==> src/rtl/fpu_pkg.sv <==
// Shared FPU constants, canonical values and state encodings.
// Used by the normalise/pack stage and the add/sub datapath.
package fpu_pkg;

  localparam int EXP_BIAS = 127;
  localparam int EXP_MAX  = 255;
  localparam int FRAC_W   = 23;

  localparam logic [31:0] QNAN = 32'h7FC0_0000;
  localparam logic [31:0] INF  = 32'h7F80_0000;
  localparam logic [31:0] ZERO = 32'h0000_0000;

  typedef enum logic [2:0] {
    NP_IDLE,
    NP_NORM,
    NP_ROUND,
    NP_PACK,
    NP_DONE
  } np_state_e;

  typedef enum logic [1:0] {
    SD_IDLE,
    SD_ALIGN,
    SD_ADD,
    SD_DONE
  } sd_state_e;

endpackage

==> src/rtl/fpu_normpack_pack.sv <==
// Combinational pack/saturation of sign, wide exponent and fraction.
// Also reusable by int-to-float conversion.
module fpu_pack
  import fpu_pkg::*;
(
  input  logic              sgn,
  input  logic signed [9:0] e,
  input  logic              zero,
  input  logic [FRAC_W-1:0] frac,
  output logic [31:0]       word,
  output logic              ovf,
  output logic              unf
);

  always_comb begin
    word = ZERO;
    ovf  = 1'b0;
    unf  = 1'b0;
    if (zero) begin
      word = ZERO;
    end else if (e >= 10'sd255) begin
      word = {sgn, 8'hFF, 23'h0};
      ovf  = 1'b1;
    end else if (e <= 10'sd0) begin
      word = {sgn, 31'h0};
      unf  = 1'b1;
    end else begin
      word = {sgn, e[7:0], frac};
    end
  end

endmodule

==> src/rtl/fpu_normpack.sv <==
// Bit-serial normalise, round and pack to IEEE single.
// FPU_NORM_RNE_EN selects round-to-nearest-even, else truncation.
module fpu_normpack
  import fpu_pkg::*;
#(
  parameter int W  = 47,
  parameter int HB = 23
) (
  input  logic         clk,
  input  logic         rst,
  input  logic         cs,
  output logic         ready,
  input  logic [W:0]   m_in,
  input  logic [7:0]   exp_in,
  input  logic         sgn_in,
  output logic [31:0]  result,
  output logic         ovf,
  output logic         unf
);

  localparam int LB = HB - FRAC_W;

  np_state_e state, state_nx;

  logic [W:0]        m;
  logic signed [9:0] e;
  logic              g, s, sgn;
  logic              above, low_nz, inc, carry;
  logic [W+1:0]      sum;
  logic              do_load, do_shr, do_shl;
  logic              do_rnd, do_pack;
  logic [31:0]       pk_word;
  logic              pk_ovf, pk_unf;

  assign above = |(m >> (HB + 1));

  generate
    if (LB == 0) begin : g_nolow
      assign low_nz = 1'b0;
    end else begin : g_low
      assign low_nz = |m[LB-1:0];
    end
  endgenerate

`ifdef FPU_NORM_RNE_EN
  assign inc = g & (s | low_nz | m[LB]);
`else
  assign inc = 1'b0;
`endif

  assign sum   = {1'b0, m} + ((W+2)'(inc) << LB);
  assign carry = sum[HB+1];

  always_ff @(posedge clk) begin
    if (rst) state <= NP_IDLE;
    else     state <= state_nx;
  end

  always_comb begin
    state_nx = state;
    unique case (state)
      NP_IDLE:  if (cs) state_nx = NP_NORM;
      NP_NORM: begin
        if (m == '0)
          state_nx = NP_PACK;
        else if (!above && m[HB])
          state_nx = NP_ROUND;
      end
      NP_ROUND: state_nx = NP_PACK;
      NP_PACK:  state_nx = NP_DONE;
      NP_DONE:  if (!cs) state_nx = NP_IDLE;
      default:  state_nx = NP_IDLE;
    endcase
  end

  always_comb begin
    do_load = 1'b0;
    do_shr  = 1'b0;
    do_shl  = 1'b0;
    do_rnd  = 1'b0;
    do_pack = 1'b0;
    unique case (state)
      NP_IDLE:  do_load = cs;
      NP_NORM: begin
        do_shr = (m != '0) && above;
        do_shl = (m != '0) && !above && !m[HB];
      end
      NP_ROUND: do_rnd  = 1'b1;
      NP_PACK:  do_pack = 1'b1;
      default: ;
    endcase
  end

  fpu_pack u_pack (
    .sgn  (sgn),
    .e    (e),
    .zero (m == '0),
    .frac (m[HB-1:LB]),
    .word (pk_word),
    .ovf  (pk_ovf),
    .unf  (pk_unf)
  );

  always_ff @(posedge clk) begin
    if (rst) begin
      m      <= '0;
      e      <= '0;
      g      <= 1'b0;
      s      <= 1'b0;
      sgn    <= 1'b0;
      ready  <= 1'b0;
      result <= '0;
      ovf    <= 1'b0;
      unf    <= 1'b0;
    end else begin
      ready <= (state == NP_DONE);
      if (do_load) begin
        m   <= m_in;
        e   <= {2'b00, exp_in};
        sgn <= sgn_in;
        g   <= 1'b0;
        s   <= 1'b0;
        ovf <= 1'b0;
        unf <= 1'b0;
      end
      if (do_shr) begin
        m <= m >> 1;
        g <= m[0];
        s <= s | g;
        e <= e + 10'sd1;
      end
      if (do_shl) begin
        m <= {m[W-1:0], g};
        g <= 1'b0;
        e <= e - 10'sd1;
      end
      // Sub-fraction bits fold into sticky before packing.
      if (do_rnd) begin
        s <= s | low_nz;
        if (carry) begin
          m <= sum[W+1:1];
          e <= e + 10'sd1;
        end else begin
          m <= sum[W:0];
        end
      end
      if (do_pack) begin
        result <= pk_word;
        ovf    <= pk_ovf;
        unf    <= pk_unf;
      end
    end
  end

endmodule
==> config.mk <==
export PLATFORM = sky130hd
export DESIGN_NAME = fpu_normpack
export DESIGN_NICKNAME = d
export VERILOG_FILES = /design/src/rtl/fpu_pkg.sv /design/src/rtl/fpu_normpack_pack.sv /design/src/rtl/fpu_normpack.sv
export SDC_FILE = /design/constraint.sdc
export NUM_CORES = 1
export LEC_CHECK = 0
export ABC_AREA = 1
export BUFFER_PORTS_ARGS = -buffer_cell sky130_fd_sc_hd__buf_4
export CORE_UTILIZATION = 54
export CTS_CLUSTER_SIZE = 16
export DETAILED_ROUTE_END_ITERATION = 8
export PLACE_DENSITY = 0.77
export SYNTH_ARGS = -nofsm -noshare
export SYNTH_HDL_FRONTEND = slang
export SYNTH_HIERARCHICAL = 1
export SYNTH_SLANG_ARGS = --single-unit
export TNS_END_PERCENT = 1
==> constraint.sdc <==
create_clock -name clk -period 5.4 [get_ports clk]
set_input_delay 1.08 -clock clk [delete_from_list [all_inputs] [get_ports clk]]
set_output_delay 1.08 -clock clk [all_outputs]
set_load 0.005 [all_outputs]
==> impl_summary.log, run 1 <==
INFO  metric status = finished, final reports clean
INFO  metric slew-limit-headroom = 30.08%
INFO  metric critPathRequiredTime = 5670 ps
INFO  metric rows = 37
INFO  metric total_power = 0.002207 W
INFO  metric design.portCount = 95
INFO  metric gp_congestion = 0.8652
INFO  metric synth_top_flop_cell = dfxtp_1
INFO  metric finalSetupViolations = 0
INFO  metric drt_iter0_markers = 548
INFO  metric design.final.nets = 1090
INFO  metric post_synth_main_area_contributors = dfxtp_1 33%, nand2_1 15%, nor2_1 11%, o21ai_0 9.5%, inv_1 5.3%
INFO  metric worstPathMaxFanout = 33
INFO  metric wl_per_cell = 13.62 um
INFO  metric fillers = 1061
INFO  metric post-synth-top-area-cell = dfxtp_1
INFO  metric reg2reg_slack = 2440 ps
INFO  metric synth.distinct_cells = 41
INFO  metric floorplan.die_area = 11440 um^2
INFO  metric drt-total-wl = 15930 um
INFO  metric yosysWarnings = 6
INFO  metric clockPowerShare = 26.5%
INFO  metric grt_antenna_before_repair = 0
INFO  metric port_buffers = 94
INFO  metric cts.reportedPaths.clkPinSlew = 100 ps
INFO  metric layout-drive-gt1-share = 13.17%
INFO  metric crit_type = input port to flop
INFO  metric power.share.combinational = 32.1%
INFO  metric critPathMaxStageDelay = 440 ps
INFO  metric critical_path.endpoint_type = flop
INFO  metric synth_area = 5949 um^2
INFO  metric min-delay-path-class = flop to flop
INFO  metric drcViolationCount = 0
INFO  metric post_cts_resize_count = 0
INFO  metric floorplan.initialDensity = 56.61%
INFO  metric cts.sinks = 98
INFO  metric die_h = 107.0 um
INFO  metric ys_async_sr_fraction = 0%
INFO  metric worst-slew-pin-transition = 1048 ps
INFO  metric max-vdd-ir-drop = 0.0001651 V
INFO  metric synth_top_cell_area_share = 32.98%
INFO  metric max_clock_freq = 315.6 MHz
INFO  metric hold_viol = 0
INFO  metric ys_seq_area_share = 32.98%
INFO  metric cp_data_arrival_time = 3440 ps
INFO  metric syn-mean-instance-area = 6.108 um^2
INFO  metric netlist_top_cells_count = 240 x nand2_1, 173 x nor2_1, 113 x o21ai_0
INFO  metric grt_start_max_net_pins = 59
INFO  metric via_count_of_the_first_global_routing_pass = 5533
INFO  metric clk-insertion-delay-late = 380 ps
INFO  metric grt_setup_unrepaired = no
INFO  metric grt_remaining_overflow = 0
INFO  metric power.share.sequential = 41.4%
INFO  metric htreeDepth = 3
INFO  metric number_of_antenna_violating_nets_in_the_routed_design = 0
INFO  metric layout-area-overhead-vs-synth = 14.78%
INFO  metric cellPowerDensity = 323.1 nW/um^2
INFO  metric total_switching_power = 0.0008254 W
INFO  metric dp.final_hpwl = 10900 um
INFO  metric number_of_setup_buffers_added_after_cts = 0
INFO  metric drt_pre_antenna_iters = 5
INFO  metric min_period_over_period = 58.68%
INFO  metric postSynthNetCount = 1036
INFO  metric cell_internal_pwr = 0.001381 W
INFO  metric maxSlewViolCount = 0
INFO  metric totalNegativeSetupSlack = 0 ps
INFO  metric crit_path_cell_trace = buf_4 -> inv_1 -> nor2_4 -> inv_1 -> nand2_1 -> inv_2 -> nand2_4 -> nor2_8 -> inv_2 -> o21ai_0 -> a21oi_1
INFO  metric final_period_minus_worst_setup_slack = 3169 ps
INFO  metric ctsHoldBuffers = 0
INFO  metric global_route.usage.total = 29.60%
INFO  metric number_of_flops_mapped_to_enable_cells_by_yosys = 0
INFO  metric vias_per_cell = 5.368
INFO  metric cap_violations = 0
INFO  metric fin_worst_skew = 10.39 ps
INFO  metric critical_path.startpoint_type = input port
INFO  metric synth.ff_latch_count = 98
INFO  metric tritoncts = done
INFO  metric via_count_of_the_routed_design = 6275
INFO  metric grt_pass1_wl = 27170 um
INFO  metric yosysMostFrequentCell = nand2_1
INFO  metric root_buffer = clkbuf_8
INFO  metric core_area = 10510 um^2
INFO  metric cts_inserted_buffers = 9
INFO  metric cts.path.max_buffers = 2
INFO  metric die_width = 107.0 um
INFO  metric gate_count_post_synth = 974
INFO  metric antenna_cells = 0
INFO  metric p_leak = 3.109 nW
INFO  metric critical_path.slowest_cell = nor2_8
INFO  metric switching_share = 37.40%
-- cell families after synthesis --
family                     synth area share (%)
and+or+nand+nor                           35.39
AOI/OAI and AO/OA                         19.56
DFF                                       32.98
buffers and inverters                     10.47
xor gates and xnor gates                  1.178
adders and majority gates                0.4205
-- power groups by stage --
stage / registers, W / clock network, W / logic (W)
2_1_floorplan: 0.000889 / 0 / 0.000568
3_3_place_gp: 0.000926 / 0 / 0.000687
3_5_place_dp: 0.000925 / 0 / 0.000700
4_1_cts: 0.000909 / 0.000598 / 0.000703
5_1_grt: 0.000927 / 0.000624 / 0.000816
6_report: 0.000913 / 0.000586 / 0.000708
-- area by class of cell --
class	count	area [um^2]	area share, %
Timing Repair Buffer	98	735.7	10.77
Clock inverter	6	113.9	1.667
Tap cell	136	170.2	2.492
Sequential cell	98	1962	28.73
Multi-Input combinational cell	729	3364	49.27
Clock buffer	10	137.6	2.015
Inverter	92	345.3	5.057
-- sequential cells by signal, summed over array words and instances (netlist names) --
| register | count |
|---|---|
| e | 10 |
| g | 1 |
| m | 48 |
| ovf | 1 |
| ready | 1 |
| result | 32 |
| sgn | 1 |
| state | 3 |
| unf | 1 |
-- path summary, 6_finish.rpt --
path | from | to | depth (start not counted)
setup / recovery | cs | m[4]$_SDFFE_PP0P_ | 11
hold / removal | result[14]$_SDFFE_PP0N_ | result[14]$_SDFFE_PP0N_ | 2
setup reg to reg | m[37]$_SDFFE_PP0P_ | m[32]$_SDFFE_PP0P_ | 12
hold reg to reg | result[14]$_SDFFE_PP0N_ | result[14]$_SDFFE_PP0N_ | 2
-- cells in the final DEF, fill, tap and decap left out, drive strengths merged, types with 10 or more instances in the layout --
cell	instances
inv	90
buf	98
clkbuf	10
nand3	60
a21oi	63
dfxtp	98
nand4	13
o211ai	11
o21ai	123
a31oi	15
nand2	245
nor2	178
-- routing by layer --
layer,routed length [um],global-route usage (%)
met1,7482,42.77
met2,7142,45.62
met3,1055,4.255
met4,247,8.611
met5,0,0
-- metrics by stage --
| step | util [%] | setup slack, ps | instance area (um^2) | std cells | hold WS [ps] |
|---|---|---|---|---|---|
| 4_1_cts | 64.98 | 2292 | 6829 | 1169 | 494.0 |
| 3_5_place_dp | 62.59 | 1903 | 6578 | 1153 | 472.6 |
| 3_3_place_gp | 62.59 | 1985 | 6578 | 1153 | 463.2 |
| 5_1_grt | 64.98 | 1966 | 6829 | 1169 | 511.3 |
| 6_report | 64.98 | 2231 | 6829 | 1169 | 488.3 |
| 2_1_floorplan | - | 3203 | 5949 | 974 | 457.9 |
-- critical path: cells and delay by family --
kind / cells / cell delay (ps)
AND/OR/NAND/NOR: 4 / 1050
AO/OA/AOI/OAI: 2 / 310
buffers and inverters: 5 / 980
No activity file was read; power rests on OpenSTA's default activity.
==> run 2: changes to the inputs <==
Settings changed: CORE_UTILIZATION 54 to 52.
Clock period 5.4 ns to 2.8 ns, I/O delays scaled along.
==> impl_summary.log, run 2 (synthesis results as in run 1) <==
INFO  metric status = finished, final reports clean (unchanged)
INFO  metric die_h = 109.0 um (was 107.0 um)
INFO  metric final_period_minus_worst_setup_slack = 2376 ps
INFO  metric holdPathStages = 3 (was 2)
INFO  metric tritoncts = done (unchanged)
INFO  metric layout-drive-gt1-share = 14.49% (was 13.17%)
INFO  metric total_switching_power = 0.001681 W (was 0.0008254 W)
INFO  metric drcViolationCount = 0 (unchanged)
INFO  metric reg2reg_slack = 420 ps (was 2440 ps)
INFO  metric clk-insertion-delay-late = 360 ps (was 380 ps)
INFO  metric p_leak = 3.232 nW (was 3.109 nW)
INFO  metric ctsHoldBuffers = 0 (unchanged)
INFO  metric drt-total-wl = 16580 um (was 15930 um)
INFO  metric max-vdd-ir-drop = 0.0003725 V (was 0.0001651 V)
INFO  metric grt_pass1_wl = 27170 um (about the same)
INFO  metric clockPowerShare = 30.5% (was 26.5%)
INFO  metric multi_input_gate_area = 3364 um^2 (unchanged)
INFO  metric holdPathEnd = sgn$_SDFFE_PP0P_ (was result[14]$_SDFFE_PP0N_)
INFO  metric grt_remaining_overflow = 0 (unchanged)
INFO  metric number_of_setup_buffers_added_after_cts = 0 (unchanged)
INFO  metric cap_violations = 0 (unchanged)
INFO  metric switching_share = 36.76% (was 37.40%)
INFO  metric port_buffers = 94 (unchanged)
INFO  metric design.portCount = 95 (unchanged)
INFO  metric vias_per_cell = 5.410 (was 5.368)
INFO  metric drt_iter0_markers = 494 (was 548)
INFO  metric critical_path.endpoint_type = flop (unchanged)
INFO  metric final.setup.worst_slack = 423.7 ps (was 2231 ps)
INFO  metric grt_antenna_before_repair = 0 (unchanged)
INFO  metric fin_worst_skew = 7.168 ps (was 10.39 ps)
INFO  metric root_buffer = clkbuf_16 (was clkbuf_8)
INFO  metric grt_start_max_net_pins = 50 (was 59)
INFO  metric maxSlewViolCount = 0 (unchanged)
INFO  metric dp.final_hpwl = 11470 um (was 10900 um)
INFO  metric cp_data_arrival_time = 2620 ps (was 3440 ps)
INFO  metric die_width = 109.0 um (was 107.0 um)
INFO  metric cellPowerDensity = 648.9 nW/um^2 (was 323.1 nW/um^2)
INFO  metric wl_per_cell = 13.94 um (was 13.62 um)
INFO  metric cts.reportedPaths.clkPinSlew = 70 ps (was 100 ps)
INFO  metric worst_r2r_path_depth = 12 (unchanged)
INFO  metric gp_congestion = 0.8974 (was 0.8652)
INFO  metric fillers = 1083 (was 1061)
INFO  metric drt_pre_antenna_iters = 5 (unchanged)
INFO  metric layout_common_cells = 240 x nand2_1, 173 x nor2_1, 113 x o21ai_0, 113 x buf_4, 98 x dfxtp_1 (was 240 x nand2_1, 173 x nor2_1, 113 x o21ai_0)
INFO  metric finalSetupViolations = 0 (unchanged)
INFO  metric grt_setup_unrepaired = no (unchanged)
INFO  metric global_route.usage.total = 29.28% (was 29.60%)
INFO  metric seq_area = 1962 um^2 (unchanged)
INFO  metric cell_area_after_layout = 7048 um^2 (was 6829 um^2)
INFO  metric numPlacedInstances = 1173 (was 1153)
INFO  metric crit_path_cell_trace = nor2_1 -> nand2_1 -> nor2_4 -> inv_1 -> nand2_1 -> inv_2 -> nand2_4 -> nor2_8 -> inv_2 -> o21ai_0 -> inv_1 -> a21oi_1 (was buf_4 -> inv_1 -> nor2_4 -> inv_1 -> nand2_1 -> inv_2 -> nand2_4 -> nor2_8 -> inv_2 -> o21ai_0 -> a21oi_1)
INFO  metric hold_viol = 0 (unchanged)
INFO  metric design.final.nets = 1106 (was 1090)
INFO  metric htreeDepth = 3 (unchanged)
INFO  metric floorplan.initialDensity = 54.17% (was 56.61%)
INFO  metric cts.sinks = 98 (unchanged)
INFO  metric critPathMaxStageDelay = 370 ps (was 440 ps)
INFO  metric largest_register_ffs = 48 (unchanged)
INFO  metric registers_with_the_most_flip_flops = m x48, result x32, e x10 (unchanged)
INFO  metric critical_path.reg2reg.endpoint = m[16]$_SDFFE_PP0P_ (was m[32]$_SDFFE_PP0P_)
INFO  metric totalNegativeSetupSlack = 0 ps (unchanged)
INFO  metric total_power = 0.004574 W (was 0.002207 W)
INFO  metric cts.path.max_buffers = 2 (unchanged)
INFO  metric min_period_over_period = 84.87%
INFO  metric power.share.sequential = 38.4% (was 41.4%)
INFO  metric critPathRequiredTime = 3050 ps (was 5670 ps)
INFO  metric layout_commonest_cell = nand2_1 (unchanged)
INFO  metric crit_type = flop to flop (was input port to flop)
INFO  metric power.share.combinational = 31.1% (was 32.1%)
INFO  metric post_cts_resize_count = 0 (unchanged)
INFO  metric core_area = 10980 um^2 (was 10510 um^2)
INFO  metric largest_register = m (unchanged)
INFO  metric cell_internal_pwr = 0.002892 W (was 0.001381 W)
INFO  metric min-delay-path-class = input port to flop (was flop to flop)
INFO  metric critical_path.startpoint_type = flop (was input port)
INFO  metric antenna_cells = 0 (unchanged)
INFO  metric layout-area-overhead-vs-synth = 18.46% (was 14.78%)
INFO  metric placement.setup.worst_slack = 410.2 ps (was 1903 ps)
INFO  metric via_count_of_the_routed_design = 6432 (was 6275)
INFO  metric max_clock_freq = 420.8 MHz
INFO  metric final-instance-count-excl-fill = 1189 (was 1169)
INFO  metric via_count_of_the_first_global_routing_pass = 5499 (was 5533)
INFO  metric slew-limit-headroom = 42.69% (was 30.08%)
INFO  metric path_delay_family = simple AND/OR/NAND/NOR gates (unchanged)
INFO  metric rr_startpoint = state[1]$_SDFFE_PP0P_ (was m[37]$_SDFFE_PP0P_)
INFO  metric floorplan.die_area = 11870 um^2 (was 11440 um^2)
INFO  metric worst-slew-pin-transition = 854.4 ps (was 1048 ps)
INFO  metric postPlaceCellArea = 6715 um^2 (was 6578 um^2)
INFO  metric number_of_antenna_violating_nets_in_the_routed_design = 0 (unchanged)
INFO  metric cts_inserted_buffers = 9 (unchanged)
INFO  metric critical_path.slowest_cell = dfxtp_1 (was nor2_8)
INFO  metric worstPathBufferInverterCount = 4 (was 5)
INFO  metric worstPathMaxFanout = 29 (was 33)
INFO  metric worstHoldStart = sgn_in (was result[14]$_SDFFE_PP0N_)
INFO  metric rows = 38 (was 37)
-- run 2: cell count changes in the layout (fill, tap and decap cells not counted), sizes merged --
cell and change:
clkinv -1, bufinv -1, buf +16, clkinvlp -1, inv +3
-- run 2: metrics by stage --
stage	util (%)	hold slack [ps]
5_1_grt	64.17	475.5
3_5_place_dp	61.14	472.4
6_report	64.17	444.3
3_3_place_gp	61.14	462.9
2_1_floorplan	-	457.9
4_1_cts	64.17	444.8
-- run 2: worst register-to-register path, stage by stage (launching register included) --
cell	delay [ps]
dfxtp_1	370
nor2_1	190
nand2_1	120
nor2_4	210
inv_1	210
nand2_1	150
inv_2	70
nand2_4	210
nor2_8	50
inv_2	340
o21ai_0	190
inv_1	100
a21oi_1	60
-- run 2: layout make-up --
class                           instances  area share [%]
Clock inverter                          6           1.331
Clock buffer                           10           3.391
Sequential cell                        98           27.84
Tap cell                              140           2.485
Timing Repair Buffer                  114           12.32
Inverter                               92           4.900
Multi-Input combinational cell        729           47.74
-- run 2: per-layer routing --
| metal | global-route usage [%] | vias to the layer above | share of wire, % |
|---|---|---|---|
| li1 | - | 3292 | - |
| met1 | 41.46 | 2858 | 46 |
| met2 | 44.47 | 259 | 44 |
| met3 | 4.363 | 23 | 8.0 |
| met4 | 11.29 | 0 | 2.0 |
| met5 | 0 | - | 0 |
-- run 2: worst max path at each step --
stage | startpoint | endpoint | slack (ps) | cells past startpoint
finish | state[1]$_SDFFE_PP0P_ | m[16]$_SDFFE_PP0P_ | 420 | 12
global route | m[40]$_SDFFE_PP0P_ | e[7]$_SDFF_PP0_ | 70 | 11
CTS | m[41]$_SDFFE_PP0P_ | e[7]$_SDFF_PP0_ | 440 | 11
detailed placement | cs | m[27]$_SDFFE_PP0P_ | 410 | 12
global placement | cs | m[32]$_SDFFE_PP0P_ | 460 | 12
floorplan | m[36]$_SDFFE_PP0P_ | m[42]$_SDFFE_PP0P_ | 1100 | 14
-- run 2: power by group through the flow --
| stage | clock [W] | combinational [W] | sequential, W |
|---|---|---|---|
| 3_3_place_gp | 0 | 0.00138 | 0.00178 |
| 5_1_grt | 0.00146 | 0.00163 | 0.00178 |
| 4_1_cts | 0.00141 | 0.00141 | 0.00175 |
| 3_5_place_dp | 0 | 0.00140 | 0.00178 |
| 6_report | 0.00140 | 0.00142 | 0.00175 |
| 2_1_floorplan | 0 | 0.00110 | 0.00171 |
